**config.mk**
```make
export PLATFORM = sky130hd
export DESIGN_NAME = spi_arbiter
export DESIGN_NICKNAME = d
export VERILOG_FILES = /design/src/rtl/spi_arb_pkg.sv /design/src/rtl/spi_arb_pick.sv /design/src/rtl/spi_arbiter.sv
export SDC_FILE = /design/constraint.sdc
export NUM_CORES = 1
export LEC_CHECK = 0
export ABC_CLOCK_PERIOD_IN_PS = 2300
export CAP_MARGIN = 20
export CORE_MARGIN = 2
export CORE_UTILIZATION = 35
export CTS_BUF_LIST = sky130_fd_sc_hd__clkbuf_8
export DETAILED_ROUTE_END_ITERATION = 10
export GPL_TIMING_DRIVEN = 0
export PLACE_DENSITY = 0.83
export SLEW_MARGIN = 20
export SYNTH_ARGS = -nofsm -noshare
export SYNTH_HDL_FRONTEND = slang
export SYNTH_SLANG_ARGS = --single-unit
```
**constraint.sdc**
```tcl
create_clock -name clk_i -period 2.3 [get_ports clk_i]
set_clock_uncertainty 0.1 [all_clocks]
set_input_delay 0.23 -clock clk_i [delete_from_list [all_inputs] [get_ports clk_i]]
set_output_delay 0.23 -clock clk_i [all_outputs]
set_load 0.01 [all_outputs]
```
**src/rtl/spi_arb_pkg.sv**
```systemverilog
// rtl/spi_arb_pkg.sv - shared state encodings and requester indices for spi_arbiter
package spi_arb_pkg;

    typedef enum logic [1:0] {
        ST_IDLE  = 2'd0,
        ST_OWN   = 2'd1,
        ST_DRAIN = 2'd2,
        ST_GAP   = 2'd3
    } arb_state_t;

    localparam int REQ_TINYPROG = 0;
    localparam int REQ_DFU      = 1;
    localparam int NUM_REQ      = 2;

endpackage

```
**src/rtl/spi_arb_pick.sv**
```systemverilog
// rtl/spi_arb_pick.sv - combinational 2-way tie-break producing a one-hot winner
module spi_arb_pick
    import spi_arb_pkg::*;
#(
    parameter int FIXED_PRIO = 0
) (
    input  logic [NUM_REQ-1:0] req,
    input  logic               last,
    output logic [NUM_REQ-1:0] win
);

    always_comb begin
        win = '0;
        if (req[REQ_TINYPROG] && req[REQ_DFU]) begin
            // On a tie the requester that did not own the bus last time goes first.
            if ((FIXED_PRIO != 0) || (last == 1'b1)) begin
                win[REQ_TINYPROG] = 1'b1;
            end else begin
                win[REQ_DFU] = 1'b1;
            end
        end else begin
            win = req;
        end
    end

endmodule

```
**src/rtl/spi_arbiter.sv**
```systemverilog
// rtl/spi_arbiter.sv - shares one SPI master between tinyprog (r0) and DFU (r1) per chip-select transaction
module spi_arbiter
    import spi_arb_pkg::*;
#(
    parameter int FIXED_PRIO = 0,
    parameter int GAP_CYCLES = 4
) (
    input  logic        clk_i,
    input  logic        rstn_i,
    input  logic [1:0]  req_en_i,
    input  logic [15:0] req_wr_data_i,
    input  logic [1:0]  req_wr_valid_i,
    output logic [1:0]  req_wr_ready_o,
    output logic [7:0]  req_rd_data_o,
    output logic [1:0]  req_rd_valid_o,
    input  logic [1:0]  req_rd_ready_i,
    output logic        spi_en_o,
    output logic [7:0]  spi_wr_data_o,
    output logic        spi_wr_valid_o,
    input  logic        spi_wr_ready_i,
    input  logic [7:0]  spi_rd_data_i,
    input  logic        spi_rd_valid_i,
    output logic        spi_rd_ready_o,
    input  logic        spi_csn_i,
    output logic [1:0]  grant_o,
    output logic        busy_o
);

    localparam int CNT_W = (GAP_CYCLES > 0) ? $clog2(GAP_CYCLES + 1) : 1;
    localparam logic [CNT_W-1:0] GAP_LOAD = CNT_W'(GAP_CYCLES);
    localparam logic [CNT_W-1:0] CNT_ONE  = CNT_W'(1);

    arb_state_t       state_q, state_d;
    logic [1:0]       grant_q, grant_d;
    logic             last_q, last_d;
    logic [CNT_W-1:0] cnt_q, cnt_d;
    logic [1:0]       win;
    logic             sel;
    logic             owner_en;

    spi_arb_pick #(
        .FIXED_PRIO (FIXED_PRIO)
    ) u_pick (
        .req  (req_en_i),
        .last (last_q),
        .win  (win)
    );

    assign sel      = grant_q[REQ_DFU];
    assign owner_en = |(grant_q & req_en_i);

    always_ff @(posedge clk_i or negedge rstn_i) begin
        if (!rstn_i) begin
            state_q <= ST_IDLE;
            grant_q <= 2'b00;
            last_q  <= 1'b1;
            cnt_q   <= '0;
        end else begin
            state_q <= state_d;
            grant_q <= grant_d;
            last_q  <= last_d;
            cnt_q   <= cnt_d;
        end
    end

    always_comb begin
        state_d        = state_q;
        grant_d        = grant_q;
        last_d         = last_q;
        cnt_d          = cnt_q;
        spi_en_o       = 1'b0;
        spi_wr_data_o  = 8'h00;
        spi_wr_valid_o = 1'b0;
        spi_rd_ready_o = 1'b0;
        req_wr_ready_o = 2'b00;
        req_rd_valid_o = 2'b00;

        case (state_q)
            ST_IDLE: begin
                if (|req_en_i) begin
                    grant_d = win;
                    state_d = ST_OWN;
                end
            end
            ST_OWN: begin
                spi_en_o       = owner_en;
                spi_wr_data_o  = sel ? req_wr_data_i[15:8] : req_wr_data_i[7:0];
                spi_wr_valid_o = req_wr_valid_i[sel];
                spi_rd_ready_o = req_rd_ready_i[sel];
                req_wr_ready_o = grant_q & {2{spi_wr_ready_i}};
                req_rd_valid_o = grant_q & {2{spi_rd_valid_i}};
                if (!owner_en) begin
                    last_d  = sel;
                    grant_d = 2'b00;
                    state_d = ST_DRAIN;
                end
            end
            ST_DRAIN: begin
                // Swallow any byte the master finishes after release so it cannot leak to the next owner.
                spi_rd_ready_o = 1'b1;
                if (spi_csn_i) begin
                    if (GAP_CYCLES == 0) begin
                        state_d = ST_IDLE;
                    end else begin
                        cnt_d   = GAP_LOAD;
                        state_d = ST_GAP;
                    end
                end
            end
            ST_GAP: begin
                cnt_d = cnt_q - CNT_ONE;
                if (cnt_q <= CNT_ONE) begin
                    cnt_d   = '0;
                    state_d = ST_IDLE;
                end
            end
            default: begin
                state_d = ST_IDLE;
            end
        endcase
    end

    assign grant_o       = grant_q;
    assign busy_o        = (state_q != ST_IDLE);
    assign req_rd_data_o = spi_rd_data_i;

endmodule

```
# After elaboration in Yosys (flattened, before gate mapping)
# Cells that the tools add are included.
dict set report totals {
  input_bits 35
  reg_bits 8
  wordCells 54
}
dict set report op_classes {
  n_eq_ne 7
  n_reduce_logical 11
  n_mux 25
  bitwise 4
  order_cmp 2
  addsub 1
}
# cell n
set ops {}
lappend ops {{2-bit two-way mux} 9}
lappend ops {{8-bit two-way mux} 2}
lappend ops {{1-bit two-way mux} 8}
lappend ops {{2-bit != test, second input constant} 4}
lappend ops {{2-bit one-hot mux with 4 select lines} 1}
lappend ops {{2-bit AND} 3}
lappend ops {{3-bit two-way mux} 2}
lappend ops {{3-bit one-hot mux with 2 select lines} 1}
lappend ops {{2-bit nonzero test} 3}
lappend ops {{2-bit == test, second input constant} 2}
lappend ops {{2-bit one-hot mux with 2 select lines} 1}
lappend ops {{2-bit AND reduction} 2}
lappend ops {{4-bit AND reduction} 1}
lappend ops {{2-bit OR reduction} 2}
lappend ops {{3-bit by 1-bit <= comparator with 1-bit output, second input constant} 1}
lappend ops {{3-bit AND reduction} 1}
lappend ops {{3-bit by 1-bit subtractor with 3-bit output, second input constant} 1}
lappend ops {{2-bit by 1-bit == test with 1-bit output, second input constant} 1}
lappend ops {{2-bit zero test} 1}
lappend ops {{1-bit by 2-bit less-than comparator with 1-bit output, second input constant} 1}
lappend ops {{1-bit one-hot mux with 2 select lines} 1}
lappend ops {{1-bit logical AND} 1}
lappend ops {{1-bit NOT} 1}

# Logic depth before layout (Yosys ltp)
dict set report logic_depth {
  word_depth 4
  depth_mapped 6
  depth_no_buf 6
}

# By module
# Synthesis repeated with hierarchy kept, for this count alone.
dict set report unflattened {
  hier_cells 93
  hier_area_um2 848.3
}
# module instances area_each_um2 cells_per_inst seq_area_each_um2
set modules_own_cells {}
lappend modules_own_cells {spi_arbiter 1 829.5 90 201.4}
lappend modules_own_cells {spi_arb_pick 1 18.8 3 0.0}

# Least setup slack after synthesis
# No wires, ideal clock.
dict set report synth_path {
  path_kind {reg2reg}
  start {register state_q[0]}
  end {register grant_q[1] (netlist: grant_o[1])}
  slack_ns 0.556
  setup_time_ns 0.125
  t_required_ns 2.075
  stages_incl_launch_ff 7
  arrival_time_ns 1.519
  path_cell_list {dfrtp_1 inv_1 ha_1 inv_2 o32a_2 a21boi_4 mux2_4}
}
dict set report synth_between {
  elab_chain_len 3
  word_cells_on_any_way 7
  classes_between {eq/ne (3); mux (1); reduce/logical (3)}
}
# item line_no
set synth_lines {}
lappend synth_lines {{start: declaration} spi_arbiter.sv:33} ;# arb_state_t state_q, state_d;
lappend synth_lines {{start signal: assignment} spi_arbiter.sv:59} ;# state_q <= state_d;
lappend synth_lines {{2-bit by 1-bit == test with 1-bit output / 2-bit zero test (equally long branches)} spi_arbiter.sv:78} ;# case (state_q)
lappend synth_lines {{2-bit != test (no line) / 2-bit nonzero test (equally long branches)} --}
lappend synth_lines {{3-bit AND reduction (no line)} --}
lappend synth_lines {{end signal: assignment} spi_arbiter.sv:60} ;# grant_q <= grant_d;
lappend synth_lines {{end: declaration} spi_arbiter.sv:34} ;# logic [1:0] grant_q, grant_d;
# Parallel ways exist; a longest one is shown, timed or not.
# A chain may end at the register's enable or synchronous reset.

# Worst setup path after layout
dict set report layout_path {
  start {register state_q[1]}
  end {output spi_wr_data_o[4]}
}
dict set report layout_between {
  elab_chain_len 2
}
# item line_no
set layout_lines {}
lappend layout_lines {{2-bit by 1-bit == test with 1-bit output} spi_arbiter.sv:78}
lappend layout_lines {{8-bit two-way mux} spi_arbiter.sv:78}
lappend layout_lines {{end: declaration} spi_arbiter.sv:18} ;# output logic [7:0] spi_wr_data_o,
# No other way between the ends.

==> impl_results.md <==
* Detailed Route Iter0 Violations at 9
* Die X at 51.9 µm
* CORE AREA at 2190 µm²
* Area of the die at 2690 µm²
* Post-synth EDFFs at 0
* Post-DP HPWL at 1.84 mm
* Synth cell count leaders: nor2_1, mux2i_1, buf_4, inv_1
* Vias at 835
* TNS Setup at 0 ns
* IO Pins at 61
* Dominant synthesized flop cell: dfrtp_1
* Clock tree buffer depth at 2
* H-tree Lvls at 1
* Port Buffers at 52
* Async set or reset register ratio after synthesis at 100%
* Arrival time worst endpoint at 1.85 ns
* Status: complete, no violations
* Top-count cell post-synth: nor2_1
* Vias per inst at 4.80
* DR DRC count at 0
* Mapped Cells at 90
* Syn Nets at 132
* First drt pass iteration count at 4
* Yosys top cell area share at 21.8%
* Crit end category: output port
* Slew HR at 74.5%
* Number of CTS-inserted buffers at 3
* Tightest Pin Transition at 0.378 ns
* Gr ovfl total at 0
* Die Ht at 51.9 µm
* First-pass GRT wire length at 3.46 mm
* Post-DRT Antenna Nets at 0
* Synth unique cells at 31
* CTS root buffer: clkbuf_8
* Layout fillers at 177
* Max IR drop VDD at 0.743 mV
* # placed instances at 170
* Initial core utilization at 36.7%
* Yosys reg bits at 8
* Area Growth Syn to Fin at 76.3%
* Number of max-cap violations at 0
* Non-filler cells, final at 174
* Reg2reg path depth at 6
* Final Cycle Share at 94.8%
* Final Core Density at 64.6%
* Fmax at 459 MHz
* CTS sink cnt at 8
* Routed WL at 2.11 mm
* Hold WS at 0.184 ns
* Post-CTS setup buffers at 0
* Worst Path Max Fanout at 10
* Pwr dens at 1040 nW/µm²
* Leak at 0.642 nW
* Cell taking the most area after synthesis: dfrtp_1
* GRT Total Usage at 16.9%
* Unrepaired setup endpoints after global routing: no
* Max Slew Vio Count at 0
* Reg clk slew, reported paths at 0.05 ns
* Final setup vio count at 0
* Row count at 17
* Wire per inst at 12.1 µm
* TritonCTS clock tree: done
* Clock latency on the worst-skew pair at 0.23 ns
* Initial antenna violation count at 0
* WS Path Type: register to output port
* Cts hold-fix bufs at 0
* Yosys warning total at 0
* Synthesized area at 803 µm²
* Vias in the first global route at 856
* Crit start category: register
* Mean Syn Cell Area at 8.93 µm²
* Top cells by area, synth: dfrtp_1, mux2i_1, ha_1
* Hold Vio Cnt, Final at 0
* Antenna fix cells at 0
* Placed cell area at 1360 µm²
* Sequential area share after synthesis at 25.1%
* Final #Nets at 189
* Routability congestion estimate from global placement at 0.736
* Hold Crit Class: input port to asynchronous set/reset pin
* Final instance area at 1420 µm²
* Largest net degree at the start of global routing at 11
* Required @ worst endpoint at 1.97 ns
* Min Tclk post-route at 2.18 ns
* Share of cells above drive strength 1 at 17.1%
[power breakdown]
| group | switching (mW) | internal, mW |
|---|---|---|
| Clock | 0.0564 | 0.116 |
| Combinational | 0.463 | 0.557 |
| Sequential | 0.0689 | 0.217 |
[flip-flops by register name, indices dropped and copies added, names as in the netlist]
| name | flops |
|---|---|
| cnt_q | 3 |
| state_q | 2 |
| grant_o | 2 |
| last_q | 1 |
[stage by stage]
stage / power [mW] / worst slack, ns
final: 1.48 / 0.119
after CTS: 1.47 / 0.00113
after global routing: 1.61 / 0.0189
after global placement: 1.25 / 0.153
after detailed placement: 1.29 / 0.0919
after floorplan: 0.918 / 0.556
[path summary, 6_finish.rpt]
path                            start          endpoint  slack [ns]
max                        state_q[1]  spi_wr_data_o[4]        0.12
min                            rstn_i          cnt_q[2]        0.18
max reg2reg                state_q[0]        grant_o[1]        0.45
min reg2reg                  cnt_q[2]          cnt_q[2]        0.39
max in group asynchronous      rstn_i            last_q        1.60
min in group clk_i           cnt_q[2]          cnt_q[2]        0.39
[worst max-delay path: stages (launching register included)]
cell and delay [ns]:
dfrtp_1 0.42, inv_2 0.11, ha_4 0.17, inv_2 0.07, buf_2 0.18, nor2_1 0.11
clkdlybuf4s50_1 0.55
[what timing repair did]
action                     4_1_cts  5_1_grt
cloned                           0        0
gates resized for setup          3        3
setup endpoints to repair       10       10
[cell families (layout without fill, tap and decap cells)]
group	after synthesis	count (layout)	synth area share, %
simple gates	25	25	13.7
buf+inv	21	77	14.6
compound gates	15	15	17.0
mux	14	14	18.7
flops	8	8	25.1
fa+ha+maj	7	7	10.9
[layer usage]
metal,GRT usage (%),up-vias,part of all wire (%)
met5,0,-,0
met4,4.82,0,0.62
met3,2.87,2,3.9
met2,32.1,30,55
met1,19.0,392,40
li1,-,411,-
[layout make-up]
class | count | area, µm² | share of cell area [%]
timing repair buffer | 52 | 519 | 36.7
multi-input combinational | 61 | 497 | 35.1
sequential | 8 | 201 | 14.2
buffer | 11 | 81.3 | 5.74
clock buffer | 3 | 41.3 | 2.92
inverter | 10 | 37.5 | 2.65
tap | 28 | 35.0 | 2.47
clock inverter | 1 | 3.75 | 0.265
[placed cells by master, fill, tap and decap left out, types with 2 or more instances in the layout]
master,n
inv_2,3
o31ai_1,2
and3_1,4
buf_2,2
clkbuf_8,3
buf_4,8
dfrtp_1,7
mux2_4,2
clkdlybuf4s50_1,51
mux2i_1,12
nor2_1,13
nand2_1,5
ha_1,6
inv_1,8
(Power assumes the default switching activity.)
